===== src/rtl/sub_accum_if.sv =====
// Common fixed-point parameter bundle: shared clock, reset and data width
// for the subtractor/accumulator pipeline.
interface fixedp #(
  parameter int WIDTH = 16
) (
  input logic clk,
  input logic reset
);
  modport dut (input clk, input reset);
endinterface


===== src/rtl/sub_accum.sv =====
// Streaming signed accumulator: saturating per-vector sum of difference
// words, one result (sum, count, flags) per vector.
module sub_accum #(
  parameter int WIDTH  = 16,
  parameter int MAXLEN = 1024,
  localparam int CW    = $clog2(MAXLEN + 1)
) (
  fixedp.dut               g,
  input  logic             in_valid,
  input  logic [WIDTH-1:0] in_data,
  input  logic             in_last,
  output logic             out_valid,
  output logic [WIDTH-1:0] out_sum,
  output logic [CW-1:0]    out_count,
  output logic             out_sat,
  output logic             out_err
);

  typedef enum logic {IDLE, ACC} state_t;

  localparam logic [CW-1:0]    MAXC   = CW'(MAXLEN);
  localparam logic [WIDTH-1:0] MAXPOS = {1'b0, {(WIDTH-1){1'b1}}};
  localparam logic [WIDTH-1:0] MINNEG = {1'b1, {(WIDTH-1){1'b0}}};

  state_t           state;
  logic [WIDTH-1:0] acc;
  logic [CW-1:0]    cnt;
  logic             sat_s;

  logic [WIDTH-1:0] base;
  logic [WIDTH:0]   s;
  logic [WIDTH-1:0] res;
  logic             bsat;
  logic [CW-1:0]    cnt_n;
  logic             term;

  always_comb begin
    base  = (state == IDLE) ? '0 : acc;
    s     = {base[WIDTH-1], base} + {in_data[WIDTH-1], in_data};
    res   = s[WIDTH-1:0];
    bsat  = 1'b0;
    // Top two bits of the WIDTH+1 sum disagree only on overflow.
    if (!s[WIDTH] && s[WIDTH-1]) begin
      res  = MAXPOS;
      bsat = 1'b1;
    end else if (s[WIDTH] && !s[WIDTH-1]) begin
      res  = MINNEG;
      bsat = 1'b1;
    end
    cnt_n = cnt + 1'b1;
    term  = in_last || (cnt_n == MAXC);
  end

  always_ff @(posedge g.clk) begin
    if (g.reset) begin
      state     <= IDLE;
      acc       <= '0;
      cnt       <= '0;
      sat_s     <= 1'b0;
      out_valid <= 1'b0;
      out_sum   <= '0;
      out_count <= '0;
      out_sat   <= 1'b0;
      out_err   <= 1'b0;
    end else begin
      out_valid <= 1'b0;
      if (in_valid) begin
        if (term) begin
          out_valid <= 1'b1;
          out_sum   <= res;
          out_count <= cnt_n;
          out_sat   <= sat_s | bsat;
          out_err   <= ~in_last;
          state     <= IDLE;
          acc       <= '0;
          cnt       <= '0;
          sat_s     <= 1'b0;
        end else begin
          state <= ACC;
          acc   <= res;
          cnt   <= cnt_n;
          sat_s <= sat_s | bsat;
        end
      end
    end
  end

endmodule


===== src/flat_wrapper.sv =====
// flat-port wrapper written by rule: the top's interface ports become plain ports
module sub_accum_flat 
#(
  parameter int WIDTH  = 16,
  parameter int MAXLEN = 1024,
  localparam int CW    = $clog2(MAXLEN + 1)
)
  (in_valid, in_data, in_last, out_valid, out_sum, out_count, out_sat, out_err, clk, reset);
  fixedp #(.WIDTH(WIDTH)) g_i (.clk(clk), .reset(reset));
  input  logic in_valid;
  input  logic [WIDTH-1:0] in_data;
  input  logic in_last;
  output logic out_valid;
  output logic [WIDTH-1:0] out_sum;
  output logic [CW-1:0] out_count;
  output logic out_sat;
  output logic out_err;
  input wire logic clk;
  input wire logic reset;
  sub_accum #(.WIDTH(WIDTH), .MAXLEN(MAXLEN)) u_core (.g(g_i), .in_valid(in_valid), .in_data(in_data), .in_last(in_last), .out_valid(out_valid), .out_sum(out_sum), .out_count(out_count), .out_sat(out_sat), .out_err(out_err));
endmodule

===== config.mk =====
export PLATFORM = sky130hd
export DESIGN_NAME = sub_accum_flat
export DESIGN_NICKNAME = d
export VERILOG_FILES = /design/src/rtl/sub_accum_if.sv /design/src/rtl/sub_accum.sv /design/src/flat_wrapper.sv
export SDC_FILE = /design/constraint.sdc
export NUM_CORES = 1
export LEC_CHECK = 0
export BUFFER_PORTS_ARGS = -buffer_cell sky130_fd_sc_hd__buf_2
export CORE_MARGIN = 4
export CORE_UTILIZATION = 45
export DETAILED_ROUTE_END_ITERATION = 10
export MAX_ROUTING_LAYER = met4
export PLACE_DENSITY = 0.74
export SLEW_MARGIN = 10
export SYNTH_ARGS = -nofsm -noshare
export SYNTH_HDL_FRONTEND = slang
export SYNTH_SLANG_ARGS = --single-unit

===== constraint.sdc =====
create_clock -name clk -period 4.6 [get_ports clk]
set_input_delay 0.92 -clock clk [delete_from_list [all_inputs] [get_ports clk]]
set_output_delay 0.92 -clock clk [all_outputs]
set_load 0.01 [all_outputs]

==> impl_metrics.ini, run 1 <==
[cells_and_area]
layout-drive-gt1-share = 0.185
insertedDiodeCount = 0
final_net_count = 521
fill_cells = 773
layout.cells.non_filler = 588
multiInputGateArea_um2 = 2180
utilization = 0.526
flow.area_growth_from_synthesis_pct = 14.0
layout.area.seq_um2 = 1180
stdcell_area_um2 = 4040

[routing]
drt-wirelength-per-cell_um = 15.8
post-route-drc-count = 0
via_count = 3403
viasPerCell = 5.79
drt_iter0_markers = 250
detailedRoute.firstPassIterationCount = 5
routed_wirelength_um = 9290
ant_nets = 0

[timing]
holdWs_ns = 0.461
final_max_slew_viol_count = 0
final-setup-viol-count = 0
finalHoldViolCount = 0
timing.slew.headroom = 0.531
finalSetupTns_ns = 0
fin_worst_skew_ns = 0.00779
layout_setup_ws_ns = 0.550
fmaxAchievable_mhz = 247
rsz0062_at_grt = no
worst_slew_pin_slew_ns = 0.702
finalCritPeriodShare = 0.880
finalWorstPathRequiredPeriod_ns = 4.05

[power]
fin_total_pwr_mw = 1.23
power_frac_seq = 0.449
ir_drop_v = 0.000200
switchingPower_mw = 0.354
share_comb_of_total_power = 0.163
p_clk_frac = 0.388
sw_frac_of_total = 0.287
power.density_cell_area_nw_per_um2 = 305
p_leak_nw = 1.69
p_int_mw = 0.878

[floorplan]
die_w_um = 96.7
floorplan.initialDensity = 0.461
std_cell_rows = 32
die_height_um = 96.7
core_area_um2 = 7690
ios = 50
die_area_um2 = 9360

[place]
detailed_place.area_um2 = 3840
dpl.cell_count = 572
dp.final_hpwl_um = 6660
buffer_ports.inserted = 49
gp_congestion = 0.941
post-place-ws_ns = 0.337

[clock_tree]
post_cts_resized = 0
ctsLongestPathBuffers = 2
ctsHoldBuffers = 0
clk-insertion-delay-late_ns = 0.35
clk_pin_slew_ns = 0.07
h_tree_depth = 3
cts_inserted_buffers = 9
cts.sink_count = 59
cts_setup_buffers = 0
tritoncts = yes
clk_root_buf = clkbuf_8

[global_routing]
grt_max_degree = 56
met3_use_gr = 0.0562
grt.met2_usage = 0.323
most_used_layer_global_route = met2
global_route_wire_length_before_repair_um = 15300
track_usage = 0.203
grt_antenna_before_repair = 0
grt_pass1_vias = 3219
global_route.usage.met1 = 0.243
gr_ovfl_total = 0

[worst_setup_path]
critPathArrivalTime_ns = 4.33
r2r_cells = 13
critical_path_required_ns = 4.88
timing.setup.critical_path_class = reg -> reg
worst_setup_path_end_kind = flop
critical_register_to_register_path_endpoint = u_core.acc[4]
r2r-start = u_core.state
crit_path_max_fanout = 17
worstSetupStartpointType = flop
cp_slowest_stage_delay_ns = 0.65
critPathSlowestCell = ha_1
timing.critical_path.cells = and2_1 -> ha_1 -> inv_1 -> fa_1 -> nor2b_1 -> o31ai_1 -> a21oi_1 -> nor2_1 -> o32ai_1 -> ha_1 -> a21oi_1 -> or3_1 -> a21oi_1
critical_path.most_common_cell = a21oi_1
r2r_setup_slack_ns = 0.55

[synth]
synthesis.area_um2 = 3540
muxShareOfSynthArea = 0.0117
synth-edff-count = 0
synth_area_per_cell_um2 = 8.03
synth_area_leader_cell = dfxtp_1
synthMostInstantiatedCell = nor2_1
ys_seq_elements = 59
syn-instance-count = 441
synth_simple_gate_area_frac = 0.226
count_of_cell_types_in_the_netlist = 55
post_synth_fa_ha_maj_area_fraction = 0.0727
synthXorXnorAreaFrac = 0.0297
synthesis.yosys.warnings = 0
postSynth.asyncResetShare = 0
synth_top_cells_by_count = 60 x nor2_1, 59 x dfxtp_1, 43 x a21oi_1, 35 x nand2_1, 19 x ha_1
synthesis.nets = 481
synthTopCellsByArea = dfxtp_1 33%, ha_1 6.7%, nor2_1 6.4%
synth_top_area_share = 0.333
synth-compound-area-share = 0.274
register_area_share_after_synthesis = 0.333
most_used_dff_post_synth = dfxtp_1
dominant_combinational_cell_family_by_area_after_synthesis = compound AO/OA/AOI/OAI gates

[job]
drv_cap = 0

[status]
status = finished, final reports clean

[hold_path]
min-delay-path-class = reg -> reg
min_from = u_core.acc[4]
whs_endpoint = u_core.acc[4]
hold_path_depth = 2
[state kept, by name, summed over array words and instances (netlist names)]
name,flops
u_core.acc,16
u_core.out_sum,16
u_core.cnt,11
u_core.out_count,11
u_core.out_err,1
u_core.out_sat,1
u_core.out_valid,1
u_core.sat_s,1
u_core.state,1
[worst max-delay path by stage]
stage	start	cells after the start	end	slack [ns]
after CTS	u_core.state	13	u_core.acc[4]	0.42
after global routing	u_core.state	15	u_core.acc[9]	0.18
final	u_core.state	13	u_core.acc[4]	0.55
after detailed placement	in_data[0]	15	u_core.out_sum[6]	0.34
after global placement	in_data[1]	14	u_core.acc[0]	0.51
after floorplan	in_data[0]	13	u_core.out_sum[12]	0.86
[power groups by stage]
stage               Combinational [mW]  Clock (mW)  Sequential [mW]
floorplan                        0.133           0            0.568
global placement                 0.195           0            0.563
detailed placement               0.198           0            0.564
CTS                              0.199       0.486            0.553
global route                     0.222       0.510            0.556
finish                           0.201       0.478            0.553
[cell usage in the layout (no fill, tap or decap), types with 7 or more instances in the layout]
cell,n
nand3_1,8
nor3_1,14
buf_2,49
a211oi_2,8
inv_1,15
dfxtp_1,58
o21ai_0,18
and2_1,16
a22oi_1,7
nand2_1,35
ha_1,19
clkbuf_8,10
xnor2_1,7
a21oi_1,43
a21o_1,7
a211oi_1,13
nor2_1,60
[critical path: cells and delay by family (launching register included)]
kind | cells | cell delay [ns]
buffers and inverters | 1 | 0.06
AO/OA/AOI/OAI | 5 | 1.29
AND/OR/NAND/NOR | 4 | 0.91
flip-flops | 1 | 0.50
adder cells (fa/ha/maj) | 3 | 1.21
[layout make-up]
cell class,count,share of cell area
Tap cell,102,0.0316
Timing Repair Buffer,54,0.0700
Sequential cell,59,0.293
Clock inverter,6,0.0161
Clock buffer,10,0.0341
Inverter,18,0.0167
Multi-Input combinational cell,339,0.539
[per-layer routing]
metal	up-vias	routed length, um
met5	-	0
met4	0	297
met1	1576	4060
met2	124	4370
met3	26	559
li1	1677	-
[cell families after synthesis]
| logic type | after synthesis |
|---|---|
| mux | 4 |
| simple gates | 165 |
| compound gates | 138 |
| flops | 59 |
| xor+xnor | 12 |
| buf+inv | 43 |
| fa+ha+maj | 20 |
Note: power is estimated with default switching activity, not from simulation.
==> run 2: changes to the inputs <==
--- a/config.mk
+++ b/config.mk
@@ -6,6 +6,7 @@
 export NUM_CORES = 1
 export LEC_CHECK = 0
 export BUFFER_PORTS_ARGS = -buffer_cell sky130_fd_sc_hd__buf_2
+export CAP_MARGIN = 40
 export CORE_MARGIN = 4
 export CORE_UTILIZATION = 45
 export DETAILED_ROUTE_END_ITERATION = 10
==> constraint.sdc (replaced) <==
create_clock -name clk -period 4.98 [get_ports clk]
set_input_delay 0.996 -clock clk [delete_from_list [all_inputs] [get_ports clk]]
set_output_delay 0.996 -clock clk [all_outputs]
set_load 0.01 [all_outputs]
==> impl_metrics.ini, run 2 (synthesized netlist as in run 1, its figures left out) <==
[worst_setup_path]
timing.critical_path.cells = and2_1 -> ha_1 -> inv_1 -> fa_1 -> nor2b_1 -> o31ai_1 -> a21oi_1 -> nor2_1 -> o32ai_1 -> ha_1 -> a21oi_1 -> or3_1 -> a21oi_1
critPathSlowestCell = ha_1
critical_path.most_common_cell = a21oi_1
cp_buf_inv_count = 1
timing.setup.critical_path_class = reg -> reg
critPathArrivalTime_ns = 4.64
worst_setup_path_end_kind = flop
critical_path_required_ns = 5.24
r2r-start = u_core.state
cp_slowest_stage_delay_ns = 0.75
worstSetupStartpointType = flop
critical_path.top_delay_family = compound AO/OA/AOI/OAI gates
crit_path_max_fanout = 22
setup.worst_path.start = u_core.state

[cells_and_area]
layout_commonest_cell = nor2_1
insertedDiodeCount = 0
layout.area.seq_um2 = 1180
fill_cells = 767
layout-drive-gt1-share = 0.180
layout_top_registers = u_core.acc x16, u_core.out_sum x16
flow.area_growth_from_synthesis_pct = 13.5
final_cell_mix = 60 x nor2_1, 59 x dfxtp_1, 49 x buf_2, 43 x a21oi_1, 35 x nand2_1
final_net_count = 519
multiInputGateArea_um2 = 2180
utilization = 0.523
stdcell_area_um2 = 4020

[global_routing]
grt_pass1_vias = 3198
global_route.usage.met1 = 0.247
gr_ovfl_total = 0
grt_max_degree = 57
most_used_layer_global_route = met2
met3_use_gr = 0.0447
global_route_wire_length_before_repair_um = 14800
grt.met2_usage = 0.300
track_usage = 0.195
grt_antenna_before_repair = 0

[timing]
final_max_slew_viol_count = 0
layout_setup_ws_ns = 0.598
rsz0062_at_grt = no
holdWs_ns = 0.460
timing.slew.headroom = 0.510
fmaxAchievable_mhz = 228
fin_worst_skew_ns = 0.0128
finalSetupTns_ns = 0
final-setup-viol-count = 0
finalCritPeriodShare = 0.880
finalWorstPathRequiredPeriod_ns = 4.38
worst_slew_pin_slew_ns = 0.736
finalHoldViolCount = 0

[clock_tree]
post_cts_resized = 0
cts_setup_buffers = 0
ctsLongestPathBuffers = 2
h_tree_depth = 3
ctsHoldBuffers = 0
cts_inserted_buffers = 9
clk_root_buf = clkbuf_8
cts.sink_count = 59
tritoncts = yes
clk-insertion-delay-late_ns = 0.34
clk_pin_slew_ns = 0.07

[place]
dp.final_hpwl_um = 6560
buffer_ports.inserted = 49
post-place-ws_ns = 0.474
detailed_place.area_um2 = 3820
gp_congestion = 1.03

[floorplan]
ios = 50
std_cell_rows = 32
floorplan.initialDensity = 0.461
core_area_um2 = 7690
die_height_um = 96.7
die_w_um = 96.7
die_area_um2 = 9360

[routing]
routed_wirelength_um = 8940
post-route-drc-count = 0
drt_iter0_markers = 198
viasPerCell = 5.78
ant_nets = 0
via_count = 3390
detailedRoute.firstPassIterationCount = 5
drt-wirelength-per-cell_um = 15.3

[power]
power.density_cell_area_nw_per_um2 = 282
ir_drop_v = 0.000151
p_leak_nw = 1.67

[hold_path]
min_from = u_core.out_sum[3]
min-delay-path-class = reg -> reg

[job]
drv_cap = 0

[status]
status = finished, final reports clean
[run 2: cell count changes in the layout (fill, tap and decap cells not counted)]
cell        before  now
inv_6            0    1
buf_4            5    3
clkbuf_8        10    9
dfxtp_2          1    0
clkinv_2         2    1
dfxtp_1         58   59
clkinvlp_4       1    2
[run 2: cell type report]
cell class                 count  share of cell area
multi-input combinational    339               0.541
tap                          102              0.0317
timing repair buffer          52              0.0666
inverter                      18              0.0168
sequential                    59               0.294
clock buffer                   9              0.0308
clock inverter                 7              0.0190
[run 2: routing by layer]
layer,up-vias,part of all wire
met1,1579,0.45
met3,24,0.051
met5,-,0
met2,109,0.47
li1,1678,-
met4,0,0.029
[run 2: final timing paths]
check / to / slack, ns / cells past startpoint
worst max-delay path: u_core.acc[4] / 0.60 / 13
worst min-delay path: u_core.out_sum[3] / 0.46 / 2
worst max register to register: u_core.acc[4] / 0.60 / 13
worst min register to register: u_core.out_sum[3] / 0.46 / 2
[run 2: report_power, final]
part / internal [mW] / leakage, nW / switching, mW / total, mW
clock: 0.233 / 0.0958 / 0.206 / 0.439
sequential: 0.496 / 0.483 / 0.0156 / 0.512
combinational: 0.0688 / 1.09 / 0.112 / 0.181
[run 2: worst register-to-register path, stage by stage (launching register included)]
cell and delay, ns:
dfxtp_1 0.68, and2_1 0.21, ha_1 0.18, inv_1 0.06, fa_1 0.37, nor2b_1 0.25
o31ai_1 0.16, a21oi_1 0.27, nor2_1 0.11, o32ai_1 0.60, ha_1 0.75, a21oi_1 0.16
or3_1 0.35, a21oi_1 0.16
[run 2: stage by stage]
stage | total power [mW] | instances
after global placement | 0.699 | 570
after detailed placement | 0.702 | 570
after CTS | 1.14 | 586
final | 1.13 | 586
after floorplan | 0.647 | 441
after global routing | 1.19 | 586
